--- src/rtl/adf4159_reg_sequencer.sv ---
// Shadow-register command stage for the ADF4159 SPI serializer.
// Holds R0..R7 and streams them to the serializer over a load/busy handshake:
// either the full program (R7 down to R0) or only the dirty registers.
//
// Ports:
//   clk, rst            clock and asynchronous active-low reset
//   cfg_we/addr/data    shadow register write (accepted in any state)
//   start_all           pulse: send all eight registers
//   start_dirty         pulse: send only registers with their dirty bit set
//   spi_load, spi_word  load request and word to the serializer (level)
//   spi_busy            serializer busy flag
//   busy                sequence in progress
//   done                one-cycle pulse at the end of every sequence
//   err_timeout         sticky: last sequence aborted on handshake timeout
//   dirty               per-register pending-transmit mask
module adf4159_reg_sequencer #(
  parameter int unsigned TIMEOUT_CYC = 16,
  parameter int unsigned GAP_CYC     = 4
) (
  input  logic        clk,
  input  logic        rst,
  input  logic        cfg_we,
  input  logic [2:0]  cfg_addr,
  input  logic [31:0] cfg_data,
  input  logic        start_all,
  input  logic        start_dirty,
  output logic        spi_load,
  output logic [31:0] spi_word,
  input  logic        spi_busy,
  output logic        busy,
  output logic        done,
  output logic        err_timeout,
  output logic [7:0]  dirty
);

  localparam int unsigned NREG = 8;
  localparam int unsigned CW   = 8;

  typedef enum logic [2:0] {
    S_IDLE,
    S_SELECT,
    S_LOAD,
    S_WAIT_ACK,
    S_WAIT_DONE,
    S_GAP,
    S_FINISH
  } state_t;

  state_t        state;
  logic [31:0]   shadow [NREG];
  logic [7:0]    sel;
  logic [2:0]    idx;
  logic [CW-1:0] cnt;
  logic [2:0]    top_c;

  // Highest set bit; later (higher) indices overwrite lower ones.
  function automatic logic [2:0] top_bit(input logic [7:0] s);
    logic [2:0] r;
    r = 3'd0;
    for (int k = 0; k < 8; k++) begin
      if (s[k]) r = 3'(k);
    end
    return r;
  endfunction

  always_comb top_c = top_bit(sel);

  // Sequencer FSM, shadow array and dirty tracking.
  always_ff @(posedge clk or negedge rst) begin
    if (!rst) begin
      state       <= S_IDLE;
      sel         <= 8'h00;
      idx         <= 3'd0;
      cnt         <= '0;
      spi_load    <= 1'b0;
      spi_word    <= 32'd0;
      busy        <= 1'b0;
      done        <= 1'b0;
      err_timeout <= 1'b0;
      dirty       <= 8'hFF;
      for (int k = 0; k < int'(NREG); k++) shadow[k] <= 32'd0;
    end else begin
      done <= 1'b0;
      case (state)
        S_IDLE: begin
          if (start_all || start_dirty) begin
            sel         <= start_all ? 8'hFF : dirty;
            busy        <= start_all || (dirty != 8'h00);
            err_timeout <= 1'b0;
            state       <= S_SELECT;
          end
        end
        S_SELECT: begin
          if (sel == 8'h00) begin
            busy  <= 1'b0;
            done  <= 1'b1;
            state <= S_FINISH;
          end else begin
            // Word is frozen here; later writes to this register wait for the next push.
            idx        <= top_c;
            spi_word   <= {shadow[top_c][31:3], top_c};
            sel[top_c] <= 1'b0;
            spi_load   <= 1'b1;
            cnt        <= CW'(1);
            state      <= S_LOAD;
          end
        end
        S_LOAD, S_WAIT_ACK: begin
          // cnt = cycles spi_load has been high including this one.
          if (state == S_LOAD) dirty[idx] <= 1'b0;
          if (spi_busy) begin
            spi_load <= 1'b0;
            state    <= S_WAIT_DONE;
          end else if (cnt >= CW'(TIMEOUT_CYC)) begin
            spi_load    <= 1'b0;
            err_timeout <= 1'b1;
            dirty[idx]  <= 1'b1;
            sel         <= 8'h00;
            busy        <= 1'b0;
            done        <= 1'b1;
            state       <= S_FINISH;
          end else begin
            cnt   <= cnt + CW'(1);
            state <= S_WAIT_ACK;
          end
        end
        S_WAIT_DONE: begin
          if (!spi_busy) begin
            cnt   <= CW'(1);
            state <= S_GAP;
          end
        end
        S_GAP: begin
          if (cnt >= CW'(GAP_CYC)) state <= S_SELECT;
          else                     cnt   <= cnt + CW'(1);
        end
        S_FINISH: state <= S_IDLE;
        default:  state <= S_IDLE;
      endcase
      // A host write always wins over the LOAD-time dirty clear.
      if (cfg_we) begin
        shadow[cfg_addr] <= cfg_data;
        dirty[cfg_addr]  <= 1'b1;
      end
    end
  end

endmodule

--- config.mk ---
export PLATFORM = sky130hd
export DESIGN_NAME = adf4159_reg_sequencer
export DESIGN_NICKNAME = d
export VERILOG_FILES = /design/src/rtl/adf4159_reg_sequencer.sv
export SDC_FILE = /design/constraint.sdc
export NUM_CORES = 1
export LEC_CHECK = 0
export CAP_MARGIN = 20
export CORE_ASPECT_RATIO = 0.6
export CORE_MARGIN = 2
export CORE_UTILIZATION = 54
export CTS_CLUSTER_SIZE = 20
export DETAILED_ROUTE_END_ITERATION = 6
export MAX_ROUTING_LAYER = met4
export PLACE_DENSITY = 0.77
export SLEW_MARGIN = 15
export SYNTH_ARGS = -nofsm -noshare
export SYNTH_HDL_FRONTEND = slang
export SYNTH_SLANG_ARGS = --single-unit
--- constraint.sdc ---
create_clock -name clk -period 2.2 [get_ports clk]
set_input_delay 0.33 -clock clk [delete_from_list [all_inputs] [get_ports clk]]
set_output_delay 0.33 -clock clk [all_outputs]
set_load 0.1 [all_outputs]
==> results.ini <==
[outcome]
outcome=completed

[timing]
setup_violations=0
rsz0062_at_grt=false
whs_ps=229
drv_slew=0
skew_ps=8.74
maxSlewHeadroom_pct=65.3
tns_ps=0
fmax_mhz=476
fin_crit_sh_pct=95.6
hold_viol=0
worst_pin_slew_ps=520
period_needed_ps=2100

[global_route]
antenna_found_initial=0
grt_max_degree=98
track_usage_pct=26.6
overflow=0
grt_pass1_wl_mm=53.4
grt_pass1_vias=9333

[critical_path]
arrival_ps=2520
path_max_fanout=17
start_kind=flop
cp.required_ps=2620
crit_path_end_kind=flop
critical_path_class=flop to flop

[floorplanning]
rows=44
die_w_um=207
die_area_um2=26100
io_pins=85
initial_core_util_pct=55.2
core_area_um2=24200
die-height_um=126

[detailed_routing]
wire_per_inst_um=22.1
drt-initial-drc-count=752
dr_total_vias=9209
drt-total-wl_mm=32.9
vias_per_cell=6.17
first_pass_iters=5
ant_nets=0
drc_errors=0

[flow_run]
maxCapViolCount=0

[final_layout]
diodes=0
multi_input_area_um2=5700
area_growth_pct=18.8
fill_cells=1769
drive_above_1_share_pct=39.1
final_cells=1493
nNetsFinal=1194
register_area_um2=7390

[yosys]
synth_edf_count=0
seq_area_frac_synth_pct=55.3
synth_nets=1079
ys_warn_count=0
synth_cell_types=58
synth_area_um2=13400
avgSynthCellArea_um2=12.9
synthFlopType=dfrtp_1
synthArstFlopShare_pct=100
synth_seq_cells=295
synthCells=1036

[placement]
gp_congestion=0.937
dp.cells=1442
place_hpwl_mm=20.7
port_buffers=81

[clock_tree]
clkTransAtPathRegs_ps=60
cts_tree=done
htreeDepth=1
cts_buffers=27
cts_buffer_depth=3
cts.sinks=295
root_buffer=clkbuf_16
clkLatencyLatePin_ps=530

[hold_path]
hold_class=input pin to asynchronous set/reset pin

[power_and_ir_drop]
power_per_cell_area_nw_per_um2=1480
peakVddDrop_v=0.000909
leakage_nw=6.71

## what timing repair did
item | in CTS | in global routing
gates resized for setup | 0 | 3
buffers inserted | 0 | 1
setup endpoints to repair | 0 | 6
hold buffers | 1 | 0
endpoints found under the hold margin | 63 | 0
## cell usage in the layout, fill, tap and decap left out, drive strengths merged, types with 3 or more instances in the layout
| cell | netlist | layout |
|---|---|---|
| nand2b | 10 | 10 |
| dfstp | 8 | 8 |
| nor3b | 20 | 20 |
| clkdlybuf4s50 | 0 | 36 |
| a211o | 28 | 28 |
| o21ai | 41 | 41 |
| clkbuf | 43 | 45 |
| nor2 | 43 | 43 |
| nor3 | 21 | 21 |
| dfrtp | 287 | 287 |
| o22ai | 22 | 22 |
| nor2b | 8 | 8 |
| mux2i | 33 | 33 |
| clkinv | 1 | 3 |
| a221o | 4 | 4 |
| inv | 5 | 5 |
| nand2 | 35 | 35 |
| a21oi | 15 | 15 |
| mux2 | 266 | 266 |
| a31oi | 21 | 21 |
| a221oi | 25 | 25 |
| o31ai | 12 | 12 |
| nand3 | 11 | 11 |
| or4 | 3 | 3 |
| buf | 28 | 120 |
| nor4 | 5 | 5 |
| a22oi | 9 | 9 |
| o211ai | 5 | 5 |
| nand4b | 3 | 3 |
## flip-flops by register name, indices dropped and copies added, names as in the netlist
signal / cells
cnt: 8
spi_word: 32
busy: 1
sel: 8
spi_load: 1
shadow: 232
done: 1
err_timeout: 1
state: 3
dirty: 8
## routing by layer
| metal | routed length, µm | global-route usage, % |
|---|---|---|
| met5 | 0 | - |
| met4 | 523 | 4.54 |
| met3 | 2220 | 4.41 |
| met2 | 13800 | 36.9 |
| met1 | 16400 | 41.6 |
## synthesized netlist by cell type (3+ instances only)
library cell	count	area (µm²)
a211o_1	28	245
a21oi_1	14	70.1
a221o_1	3	30.0
a221oi_1	25	219
a22oi_1	9	67.6
a31oi_1	21	131
buf_1	9	33.8
buf_2	16	80.1
buf_6	3	33.8
clkbuf_1	43	161
dfrtp_1	287	7180
dfstp_2	8	210
inv_1	5	18.8
mux2_2	266	3000
mux2i_1	33	330
nand2_1	35	131
nand2b_1	10	62.6
nand3_1	11	55.1
nand4b_1	3	26.3
nor2_1	41	154
nor2b_1	8	50.1
nor3_1	18	90.1
nor3b_1	19	143
nor4_1	4	25.0
o211ai_1	5	37.5
o21ai_0	32	160
o21ai_1	8	40.0
o22ai_1	22	138
o31ai_1	12	90.1
## path summary, 6_finish.rpt
kind / from / endpoint / slack (ps) / depth (start not counted)
worst max-delay path: sel[7]$_DFFE_PN0P_ / cnt[2]$_DFFE_PN0P_ / 100 / 6
worst min register to register: shadow[86]$_DFFE_PN0P_ / shadow[86]$_DFFE_PN0P_ / 500 / 1
worst max register to register: sel[7]$_DFFE_PN0P_ / cnt[2]$_DFFE_PN0P_ / 100 / 6
worst min-delay path: rst / shadow[73]$_DFFE_PN0P_ / 230 / 2
max in group asynchronous: rst / shadow[82]$_DFFE_PN0P_ / 1200 / 3
min in group clk: shadow[86]$_DFFE_PN0P_ / shadow[86]$_DFFE_PN0P_ / 500 / 1
## worst max-delay path: stages, from the launching register on
cell and delay [ps]:
dfrtp_1 440, buf_4 250, nor4_2 320, buf_4 210
nand3_1 170, and2_1 310, a32o_1 290
## power by group
part / switching [mW] / internal, mW / leakage, nW
Clock: 1.98 / 2.71 / 0.436
Combinational: 6.77 / 3.97 / 2.74
Sequential: 1.07 / 6.93 / 3.54
## per-stage QoR
stage          worst slack (ps)  total power [mW]  cell area (µm²)  util [%]
6_report                   97.5              23.4            15900      65.5
5_1_grt                    5.21              24.6            15900      65.5
4_1_cts                    69.6              23.4            15900      65.5
3_5_place_dp               2.10              18.7            15000      61.7
3_3_place_gp               18.1              18.5            15000      61.7
2_1_floorplan               151              15.3            13400         -
## kinds of logic after synthesis
logic type	Yosys count	synth area share, %
AO/OA/AOI/OAI	194	10.3
adder cells (fa/ha/maj)	2	0.187
buffers and inverters	77	2.48
flip-flops	295	55.3
multiplexers	299	24.9
AND/OR/NAND/NOR	169	6.86
## cell type report
cell class,instances,area share (%)
Clock buffer,45,5.31
Clock inverter,4,0.300
Inverter,6,0.142
Multi-Input combinational cell,664,35.9
Sequential cell,295,46.6
Tap cell,322,2.54
Timing Repair Buffer,157,9.24
Power figures use the tool's default switching activity.
